$ cat src/rtl/seg_scan_ctrl.sv
// seg_scan_ctrl
// Time-multiplexed scan controller that shares one 3-bit seven-segment
// decoder across NUM_DIGITS digits. A frame buffer of per-digit codes is
// scanned with a one-hot digit select. Each digit stays selected for
// REFRESH_DIV cycles. New frame data is taken through a valid/ready handshake
// and is only made visible on a frame boundary, so a digit never changes
// part-way through a frame.
//
// Ports
//   clk_i          clock
//   rst_i          synchronous reset, active-high
//   enable_i       1 = scan running, 0 = display off
//   load_valid_i   load request
//   load_ready_o   high while no load is pending
//   load_data_i    digit codes, digit k at [3k+2:3k]
//   blank_i        per-digit blank, forces that digit's select low
//   digit_code_o   code for the current digit (decoder data input)
//   digit_sel_o    one-hot active-high digit enable
//   frame_done_o   one-cycle pulse on the last cycle of each frame
//
// state | meaning
// ------+-----------------------------------------------------------
// IDLE  | display off, counters held at 0, a pending load commits at once
// SCAN  | stepping through the digits, a pending load commits at frame wrap

module seg_scan_ctrl #(
   parameter int NUM_DIGITS  = 4,
   parameter int REFRESH_DIV = 1000
) (
   input  logic                      clk_i,
   input  logic                      rst_i,
   input  logic                      enable_i,
   input  logic                      load_valid_i,
   output logic                      load_ready_o,
   input  logic [3*NUM_DIGITS-1:0]   load_data_i,
   input  logic [NUM_DIGITS-1:0]     blank_i,
   output logic [2:0]                digit_code_o,
   output logic [NUM_DIGITS-1:0]     digit_sel_o,
   output logic                      frame_done_o
);

   localparam int DIV_W = (REFRESH_DIV > 1) ? $clog2(REFRESH_DIV) : 1;
   localparam int IDX_W = (NUM_DIGITS > 1) ? $clog2(NUM_DIGITS) : 1;

   typedef enum logic {
      ST_IDLE = 1'b0,
      ST_SCAN = 1'b1
   } state_t;

   state_t                    state_q, state_d;
   logic [DIV_W-1:0]          div_q, div_d;
   logic [IDX_W-1:0]          idx_q, idx_d;
   logic [3*NUM_DIGITS-1:0]   active_q, active_d;
   logic [3*NUM_DIGITS-1:0]   pending_q, pending_d;
   logic                      pending_valid_q, pending_valid_d;

   logic div_last;
   logic idx_last;

   assign div_last = (div_q == DIV_W'(REFRESH_DIV - 1));
   assign idx_last = (idx_q == IDX_W'(NUM_DIGITS - 1));

   always_comb begin
      state_d         = state_q;
      div_d           = div_q;
      idx_d           = idx_q;
      active_d        = active_q;
      pending_d       = pending_q;
      pending_valid_d = pending_valid_q;

      // Acceptance needs an empty pending slot and a commit needs a full one,
      // so the two never fight over pending_valid in the same cycle.
      if (load_valid_i && !pending_valid_q) begin
         pending_d       = load_data_i;
         pending_valid_d = 1'b1;
      end

      case (state_q)
         ST_IDLE: begin
            div_d = '0;
            idx_d = '0;
            if (pending_valid_q) begin
               active_d        = pending_q;
               pending_valid_d = 1'b0;
            end
            if (enable_i) begin
               state_d = ST_SCAN;
            end
         end
         ST_SCAN: begin
            if (!enable_i) begin
               // Any pending load survives and commits once back in IDLE.
               state_d = ST_IDLE;
               div_d   = '0;
               idx_d   = '0;
            end else if (div_last) begin
               div_d = '0;
               if (idx_last) begin
                  idx_d = '0;
                  if (pending_valid_q) begin
                     active_d        = pending_q;
                     pending_valid_d = 1'b0;
                  end
               end else begin
                  idx_d = idx_q + 1'b1;
               end
            end else begin
               div_d = div_q + 1'b1;
            end
         end
         default: begin
            state_d = ST_IDLE;
         end
      endcase
   end

   always_ff @(posedge clk_i) begin
      if (rst_i) begin
         state_q         <= ST_IDLE;
         div_q           <= '0;
         idx_q           <= '0;
         active_q        <= '0;
         pending_q       <= '0;
         pending_valid_q <= 1'b0;
      end else begin
         state_q         <= state_d;
         div_q           <= div_d;
         idx_q           <= idx_d;
         active_q        <= active_d;
         pending_q       <= pending_d;
         pending_valid_q <= pending_valid_d;
      end
   end

   // Display outputs depend only on registered state and blank_i.
   assign load_ready_o = !pending_valid_q;
   assign frame_done_o = (state_q == ST_SCAN) && div_last && idx_last;

   always_comb begin
      digit_sel_o  = '0;
      digit_code_o = '0;
      if (state_q == ST_SCAN) begin
         digit_code_o = active_q[3*idx_q +: 3];
         digit_sel_o  = (NUM_DIGITS'(1) << idx_q) & ~blank_i;
      end
   end

endmodule

$ cat config.mk
export PLATFORM = sky130hd
export DESIGN_NAME = seg_scan_ctrl
export DESIGN_NICKNAME = d
export VERILOG_FILES = /design/src/rtl/seg_scan_ctrl.sv
export SDC_FILE = /design/constraint.sdc
export NUM_CORES = 1
export LEC_CHECK = 0
export BUFFER_PORTS_ARGS = -buffer_cell sky130_fd_sc_hd__buf_4
export CORE_MARGIN = 2
export CORE_UTILIZATION = 50
export DETAILED_ROUTE_END_ITERATION = 6
export GPL_TIMING_DRIVEN = 0
export HOLD_SLACK_MARGIN = 0.1
export PLACE_DENSITY_LB_ADDON = 0.12
export SLEW_MARGIN = 20
export SYNTH_ARGS = -nofsm -noshare
export SYNTH_HDL_FRONTEND = slang
export SYNTH_SLANG_ARGS = --single-unit
$ cat constraint.sdc
create_clock -name clk_i -period 1.9 [get_ports clk_i]
set_clock_uncertainty 0.05 [all_clocks]
set_input_delay 0.285 -clock clk_i [delete_from_list [all_inputs] [get_ports clk_i]]
set_output_delay 0.285 -clock clk_i [all_outputs]
set_load 0.005 [all_outputs]
==> results of run 1 <==
## layout make-up
class                      count  area share
tap                           46      0.0263
multi-input combinational    141       0.439
inverter                       5     0.00858
clock buffer                   7      0.0206
timing repair buffer          36       0.130
buffer                         8      0.0252
sequential                    38       0.350
## logic make-up after synthesis
family | Yosys count
simple gates | 95
flops | 38
compound gates | 18
mux | 16
buf+inv | 15
xor+xnor | 7
fa+ha+maj | 5
## worst paths after layout
kind / from / to / cells after the start
worst max register to register: div_q[1]$_SDFF_PP0_ / active_q[8]$_SDFFE_PP0P_ / 7
worst min register to register: pending_q[9]$_SDFFE_PP0P_ / pending_q[9]$_SDFFE_PP0P_ / 2
worst max-delay path: div_q[1]$_SDFF_PP0_ / frame_done_o / 5
worst min-delay path: load_data_i[7] / pending_q[7]$_SDFFE_PP0P_ / 3
## power by group
part	switching [mW]	leakage (nW)	internal (mW)
Sequential	0.0125	0.310	0.819
Clock	0.241	0.0254	0.139
Combinational	0.0608	0.545	0.0737
Total	0.314	0.881	1.03
## repair_timing
action	CTS	global route
buffers inserted	5	2
setup endpoints to repair	17	15
hold buffers	1	0
pin swaps	3	1
endpoints found under the hold margin	1	0
resized for setup	9	2
## metrics by stage
step,std cells,power [mW],setup WS [ns],instance area (sq um)
after detailed placement,268,0.982,-0.0829,2060
after global placement,268,0.976,-0.0302,2060
after floorplan,194,0.927,0.0597,1790
final,281,1.35,-0.0698,2190
after global routing,281,1.43,-0.170,2190
after CTS,280,1.37,-0.0802,2170
## state kept, by name, summed over array words and instances (netlist names)
| name | count |
|---|---|
| pending_q | 12 |
| div_q | 10 |
| idx_q | 2 |
| pending_valid_q | 1 |
| state_q | 1 |
| active_q | 12 |
## routing by layer
layer / vias to the layer above / global-route usage
li1: 720 / -
met1: 621 / 0.239
met2: 31 / 0.296
met3: 7 / 0.0651
met4: 0 / 0.0842
met5: - / 0
## cell usage in the layout, fill, tap and decap left out, types with 4 or more instances in the layout
cell type,instances
ha_1,4
clkbuf_4,5
a21oi_1,16
xnor2_1,4
buf_4,35
nand2b_1,4
dfxtp_1,35
nand2_1,35
clkbuf_1,7
inv_1,5
mux2i_1,13
nand3_1,5
or2b_2,20
nor2_1,16
## worst reg2reg max path, cell delays in order (launching register included)
cell and delay (ns):
dfxtp_2 0.37, ha_4 0.14, nand4_1 0.10, or4_4 0.46, buf_4 0.18, a2bb2oi_4 0.15
buf_12 0.16, mux2i_1 0.12
==> summary.md, run 1 <==
| Metric | Value |
|---|---|
| Number of synthesized register bits | 38 |
| Later-pin clock latency in the skew report | 0.34 ns |
| Synth unique cells | 28 |
| H-tree depth | 2 |
| Failing checks | setup timing |
| Synth top cells by count | 38 x dfxtp_1, 35 x nand2_1, 20 x or2b_2, 17 x nor2_1, 16 x a21oi_1 |
| Syn nets | 219 |
| Inserted Clock Buffers | 5 |
| Final setup fails | 4 |
| DR pass1 iterations | 4 |
| Max_slew headroom | 0.723 |
| Die area | 4080 sq um |
| Crit path max-delay family | simple AND/OR/NAND/NOR gates |
| VDD IR max | 0.392 mV |
| Vias/cell | 4.91 |
| Port buffer count | 28 |
| Most frequent cell after synthesis | dfxtp_1 |
| Share of the synthesized area in the top cell type | 0.425 |
| Total gr overflow | 0 |
| WHS | 0.130 ns |
| Multiplexer share of the synthesized area | 0.110 |
| Synth area leader | dfxtp_1 |
| Util after Layout | 0.645 |
| Primary FF master, synth | dfxtp_1 |
| Register area | 764 sq um |
| Fin nets | 260 |
| Ys Warns | 0 |
| Cell area power density | 616 nW/um^2 |
| Buf/Inv on CP | 1 |
| Post-synth EDFFs | 0 |
| CP Max Fanout | 2 |
| Drt initial violations | 48 |
| TritonCTS Sinks | 38 |
| CP Capture Type | primary output |
| Final hold vios | 0 |
| Fin crit period | 1.97 ns |
| RSZ-0062 raised after global routing | yes |
| Mapped Area | 1790 sq um |
| Largest net degree at the start of global routing | 11 |
| Via Count | 1,379 |
| Routed wire length | 3.41 mm |
| Critical Path Source Type | flop |
| Area contributors post-synth | dfxtp_1 42%, or2b_2 9.8%, nand2_1 7.3%, mux2i_1 7.3%, a21oi_1 4.5% |
| Worst slew pin tran | 0.415 ns |
| WP data required | 1.56 ns |
| Met1 Wirelength | 1.59 mm |
| Leakage Power | 0.881 nW |
| Die width | 63.9 microns |
| Critical path class | flop to primary output |
| Worst-path clk slew | 0.09 ns |
| Layout area overhead | 22.1% |
| WL met3 | 192 microns |
| Vias in the first global route | 1,307 |
| Gr usage total | 0.191 |
| Fill cells | 278 |
| Largest stage delay, worst path | 0.46 ns |
| Global-route wire length before repair | 5.96 mm |
| Flop2flop setup slack | 0.08 ns |
| CTS tree | yes |
| Worst min-delay path class | primary input to flop |
| Met2 routed WL | 1.56 mm |
| Initial antenna violation count | 0 |
| Ant diodes | 0 |
| Dpl hpwl | 2.43 mm |
| Status | finished with violations |
| Area of the multi-input gates | 961 sq um |
| Ratio of cells with drive above 1 in the final layout | 0.315 |
| Clock Tree Buf Depth | 2 |
| Uppermost layer routed | met4 |
| Largest family of logic cells by synthesized area | simple AND/OR/NAND/NOR gates |
| ANT nets after route | 0 |
| Core Region | 3390 sq um |
| GP Congestion | 0.820 |
| Adder-Cell Fraction of Synth Area | 0.0349 |
| Routed WL per cell | 12.1 microns |
| Final slew viol count | 0 |
| Compound-gate portion of the synthesized area | 0.0642 |
| Register area share after synthesis | 0.425 |
| Root buffer cell | clkbuf_4 |
| Die Span Y | 63.9 microns |
| Post-synth ARST share | 0 |
| Initial Utilization | 0.529 |
| Row cnt | 21 |
| Xor-xnor portion of the synthesized cell area | 0.0342 |
| Syn Area/Cell | 9.24 sq um |
| FMAX | 508 MHz |
| Fin worst setup slack | -0.0698 ns |
| Worst-path cell chain | ha_4 -> nand4_1 -> or4_4 -> nor2_2 -> buf_4 |
| Worst path arrival time | 1.63 ns |
| Simple-gate share of the synthesized area | 0.282 |
| Crit share post-route | 1.04 |
| Slowest CP cell | or4_4 |
| I/O Pins | 29 |
| Post-route DRC | 0 |
| Setup TNS | -0.168 ns |
| Max Cap Viol | 0 |
| Post-synthesis cell count | 194 |
(Power assumes the default switching activity.)
==> run 2, diff against run 1 <==
==> constraint.sdc (replaced) <==
create_clock -name clk_i -period 1.9 [get_ports clk_i]
set_clock_uncertainty 0.05 [all_clocks]
set_input_delay 0.38 -clock clk_i [delete_from_list [all_inputs] [get_ports clk_i]]
set_output_delay 0.38 -clock clk_i [all_outputs]
set_load 0.005 [all_outputs]
==> run 2 against run 1 <==
Net effect: setup slack worse by 0.097 ns; count of clock-buffer cells in the layout is the same; routed wire length is 2.2% higher; sequential cell count unchanged; sequential power about the same; critical endpoint unchanged; the flow still finishes with violations (setup timing); worst hold slack gained 0.038 ns; first-iteration DRC count increased by 4.2%; register-to-register slack barely moved; critical path depth did not move; non-clock buffer count fell by 2; combinational power fell by 4%; global-route usage unchanged.
==> summary.md, run 2 (synthesized netlist as in run 1, its figures left out) <==
| Metric | Value |
|---|---|
| Util after Layout | 0.648 |
| Ratio of cells with drive above 1 in the final layout | 0.338 |
| Cell area power density | 612 nW/um^2 |
| ANT nets after route | 0 |
| FMAX | 484 MHz |
| Worst slack, placed | -0.0829 ns |
| Later-pin clock latency in the skew report | 0.35 ns |
| Dpl hpwl | 2.43 mm |
| Regs by FF count | active_q x12, pending_q x12, div_q x10 |
| Fin crit period | 2.07 ns |
| Final setup fails | 4 |
| CP Max Fanout | 2 |
| DR pass1 iterations | 4 |
| Inserted Clock Buffers | 5 |
| Row cnt | 21 |
| Critical Path Source Type | flop |
| CP Capture Type | primary output |
| Cts hold-fix bufs | 0 |
| Status | finished with violations |
| Buf/Inv on CP | 1 |
| Finished Cell Area | 2200 sq um |
| Root buffer cell | clkbuf_4 |
| Fin nets | 259 |
| Crit path max-delay family | simple AND/OR/NAND/NOR gates |
| Ant diodes | 0 |
| Largest net degree at the start of global routing | 11 |
| Crit share post-route | 1.09 |
| Vias/cell | 4.99 |
| Critical path class | flop to primary output |
| TritonCTS Sinks | 38 |
| Worst path arrival time | 1.64 ns |
| Cell area after placement | 2060 sq um |
| Routed WL per cell | 12.4 microns |
| Worst-path cell chain | ha_4 -> nand4_1 -> or4_4 -> nor2_2 -> buf_4 |
| Max_slew headroom | 0.696 |
| I/O Pins | 29 |
| WP data required | 1.47 ns |
| Critical hold path startpoint | rst_i |
| VDD IR max | 0.393 mV |
| Gr usage total | 0.191 |
| Worst min-delay path class | primary input to flop |
| Die area | 4080 sq um |
| CTS tree | yes |
| Slowest CP cell | or4_4 |
| H-tree depth | 2 |
| GP Congestion | 0.820 |
| Total gr overflow | 0 |
| Routed wire length | 3.48 mm |
| Global-route wire length before repair | 5.96 mm |
| R2r endpoint | idx_q[0]$_SDFFE_PP0P_ |
| Max Cap Viol | 0 |
| Drt initial violations | 50 |
| Core Region | 3390 sq um |
| Flop2flop setup slack | 0.07 ns |
| Leakage Power | 0.869 nW |
| Worst slew pin tran | 0.456 ns |
| Largest stage delay, worst path | 0.46 ns |
| Vias in the first global route | 1,307 |
| Fin worst setup slack | -0.166 ns |
| Layout area overhead | 22.6% |
| Worst-case reg-to-reg path depth | 6 |
| Setup TNS | -0.541 ns |
| Die Span Y | 63.9 microns |
| Post-route DRC | 0 |
| Commonest cells after routing, fill and taps aside | 34 x nand2_1, 34 x buf_4, 34 x dfxtp_1 |
| Final slew viol count | 0 |
| Die width | 63.9 microns |
| Final hold vios | 0 |
| Sink of the worst hold path | state_q$_SDFF_PP0_ |
| Via Count | 1,398 |
| Worst r2r src | div_q[1]$_SDFF_PP0_ |
| Initial antenna violation count | 0 |
| Failing checks | setup timing |
| Worst-path clk slew | 0.10 ns |
| Initial Utilization | 0.529 |
| Hold path depth | 2 |
| Clock Tree Buf Depth | 2 |
| RSZ-0062 raised after global routing | yes |
| Port buffer count | 28 |
[run 2: worst max path at each step]
stage,from,end,depth (start not counted)
5_1_grt,div_q[1]$_SDFF_PP0_,frame_done_o,5
6_report,div_q[1]$_SDFF_PP0_,frame_done_o,5
4_1_cts,idx_q[0]$_SDFFE_PP0P_,digit_code_o[1],4
3_3_place_gp,div_q[0]$_SDFF_PP0_,active_q[9]$_SDFFE_PP0P_,7
2_1_floorplan,div_q[0]$_SDFF_PP0_,active_q[10]$_SDFFE_PP0P_,7
3_5_place_dp,div_q[0]$_SDFF_PP0_,active_q[9]$_SDFFE_PP0P_,7
[run 2: area by class of cell]
cell class / instances / area [sq um]
Multi-Input combinational cell: 142 / 993
Fill cell: 273 / 1190
Buffer: 8 / 55.1
Timing Repair Buffer: 34 / 259
Clock buffer: 7 / 45.0
Tap cell: 46 / 57.6
Sequential cell: 38 / 766
Inverter: 5 / 21.3
[run 2: through the flow]
| stage | std cells | total power [mW] | hold WS (ns) |
|---|---|---|---|
| final | 280 | 1.34 | 0.169 |
| after global routing | 280 | 1.42 | 0.158 |
| after CTS | 279 | 1.36 | 0.153 |
| after detailed placement | 268 | 0.982 | 0.396 |
| after global placement | 268 | 0.976 | 0.381 |
| after floorplan | 194 | 0.927 | 0.368 |
[run 2: what timing repair did]
action	CTS	global route
pin swaps	3	1
cloned	0	1
resized for setup	9	10
setup buffers	5	1
setup endpoints to repair	17	18
[run 2: per-layer routing]
layer  share of wire  global-route usage
met5               0                   0
met4           0.020              0.0842
met3           0.060              0.0651
met2            0.44               0.296
met1            0.48               0.239
[run 2: power breakdown]
part	internal (mW)	switching (mW)	leakage (nW)
combinational	0.0687	0.0612	0.533
clock	0.139	0.243	0.0254
sequential	0.819	0.0131	0.311
total	1.03	0.318	0.869
==> run 3, diff against run 2 <==
SKIP_CTS_REPAIR_TIMING = 1   (was not set)
==> run 3 against run 2 <==
Net effect: non-clock buffer count decreased by 3; die area unchanged; sequential share of layout area increased by 0.61 points; total power about the same; final cell count decreased by 1.1%; maximum frequency decreased by 1.3%; sequential cell count unchanged; critical endpoint unchanged; the run still ends with setup timing left; setup slack got worse by 0.027 ns; register-to-register slack about the same; worst hold slack about the same; final area decreased by 1.1%; critical path type unchanged; routed wire length decreased by 1.4%.
==> summary.md, run 3 (synthesized netlist as in run 1, its figures left out) <==
| Metric | Value |
|---|---|
| I/O Pins | 29 |
| Initial antenna violation count | 0 |
| Finished Cell Area | 2170 sq um |
| GP Congestion | 0.820 |
| Sw frac | 0.238 |
| ANT nets after route | 0 |
| Die Span Y | 63.9 microns |
| Cell area power density | 618 nW/um^2 |
| Post-route non-filler standard cell count | 277 |
| Crit share post-route | 1.10 |
| Placed insts | 268 |
| WP data required | 1.47 ns |
| Core Region | 3390 sq um |
| Dpl hpwl | 2.43 mm |
| DR pass1 iterations | 4 |
| Fin crit period | 2.09 ns |
| Comb pwr share | 0.095 |
| Port buffer count | 28 |
| Failing checks | setup timing |
| Layout area overhead | 21.3% |
| Max_slew headroom | 0.689 |
| Worst slew pin tran | 0.466 ns |
| Die area | 4080 sq um |
| Worst min-delay path class | primary input to flop |
| Cell area after placement | 2060 sq um |
| Max Cap Viol | 0 |
| Flop pwr share | 0.620 |
| Commonest non-fill, non-tap cell in the layout | nand2_1 |
| CTS tree | yes |
| Vias in the first global route | 1,254 |
| Post-route DRC | 0 |
| Root buffer cell | clkbuf_4 |
| Fin worst setup slack | -0.194 ns |
| Status | finished with violations |
| TritonCTS Sinks | 38 |
| Internal Pwr Total | 1.02 mW |
| Ant diodes | 0 |
| Critical Path Source Type | flop |
| Die width | 63.9 microns |
| Regs by FF count | active_q x12, pending_q x12, div_q x10 |
| Util after Layout | 0.641 |
| FMAX | 478 MHz |
| Worst path arrival time | 1.66 ns |
| Global-route wire length before repair | 5.73 mm |
| Total gr overflow | 0 |
| Largest net degree at the start of global routing | 11 |
| VDD IR max | 0.394 mV |
| Vias/cell | 4.94 |
| Gr usage total | 0.183 |
| Final setup fails | 4 |
| NetSw | 0.319 mW |
| Critical path class | flop to primary output |
| CP Max Fanout | 5 |
| Clock Tree Buf Depth | 2 |
| Final hold vios | 0 |
| CP Capture Type | primary output |
| Fin nets | 256 |
| Ratio of cells with drive above 1 in the final layout | 0.325 |
| Inserted Clock Buffers | 5 |
| Worst-path clk slew | 0.10 ns |
| Commonest cells after routing, fill and taps aside | 35 x nand2_1, 34 x dfxtp_1, 31 x buf_4 |
| RSZ-0062 raised after global routing | yes |
| Leakage Power | 0.860 nW |
| Clk pwr share | 0.286 |
| Final slew viol count | 0 |
| Initial Utilization | 0.529 |
| Routed WL per cell | 12.4 microns |
| WHS | 0.169 ns |
| H-tree depth | 2 |
| Later-pin clock latency in the skew report | 0.35 ns |
| Via Count | 1,369 |
| Row cnt | 21 |
| Drt initial violations | 60 |
| Routed wire length | 3.44 mm |
## run 3: cell types whose count changed in the layout (fill, tap and decap cells not counted), sizes merged
cell | before | now
buf | 36 | 34
clkbuf | 13 | 12
## run 3: per-layer routing
layer | global-route usage | up-vias | share of wire
met2 | 0.268 | 33 | 0.45
met4 | 0.0842 | 0 | 0.020
li1 | - | 718 | -
met5 | 0 | - | 0
met3 | 0.0651 | 7 | 0.056
met1 | 0.239 | 611 | 0.48
## run 3: path summary, 6_finish.rpt
kind	from	endpoint	slack [ns]	cells past startpoint
setup / recovery	div_q[0]$_SDFF_PP0_	frame_done_o	-0.19	5
hold / removal	rst_i	state_q$_SDFF_PP0_	0.17	2
setup reg to reg	div_q[0]$_SDFF_PP0_	active_q[6]$_SDFFE_PP0P_	0.06	6
hold reg to reg	pending_q[9]$_SDFFE_PP0P_	pending_q[9]$_SDFFE_PP0P_	0.41	2
## run 3: power groups by stage
stage / combinational [mW] / sequential [mW] / clock, mW
floorplan: 0.0807 / 0.846 / 0
detailed placement: 0.132 / 0.850 / 0
global route: 0.142 / 0.836 / 0.441
global placement: 0.127 / 0.849 / 0
finish: 0.127 / 0.833 / 0.384
CTS: 0.132 / 0.832 / 0.399
## run 3: cell type report
cell class	count	area, sq um
clock buffers	7	45.0
fillers	279	1220
multi-input cells	142	986
flip-flops and latches	38	771
well taps	46	57.6
plain buffers	7	47.5
inverters	5	18.8
repair buffers	32	248
## run 3: critical path: stages (launching register included)
cell and delay, ns:
dfxtp_4 0.37, ha_4 0.15, nand4_1 0.10, or4_4 0.49, nor2_4 0.10, buf_4 0.11
## run 3: through the flow
step	total power [mW]	setup slack [ns]	TNS, ns
after floorplan	0.927	0.0597	0
after global placement	0.976	-0.0302	-0.339
after detailed placement	0.982	-0.0829	-0.895
after CTS	1.36	-0.459	-2.97
after global routing	1.42	-0.287	-0.960
final	1.34	-0.194	-0.629
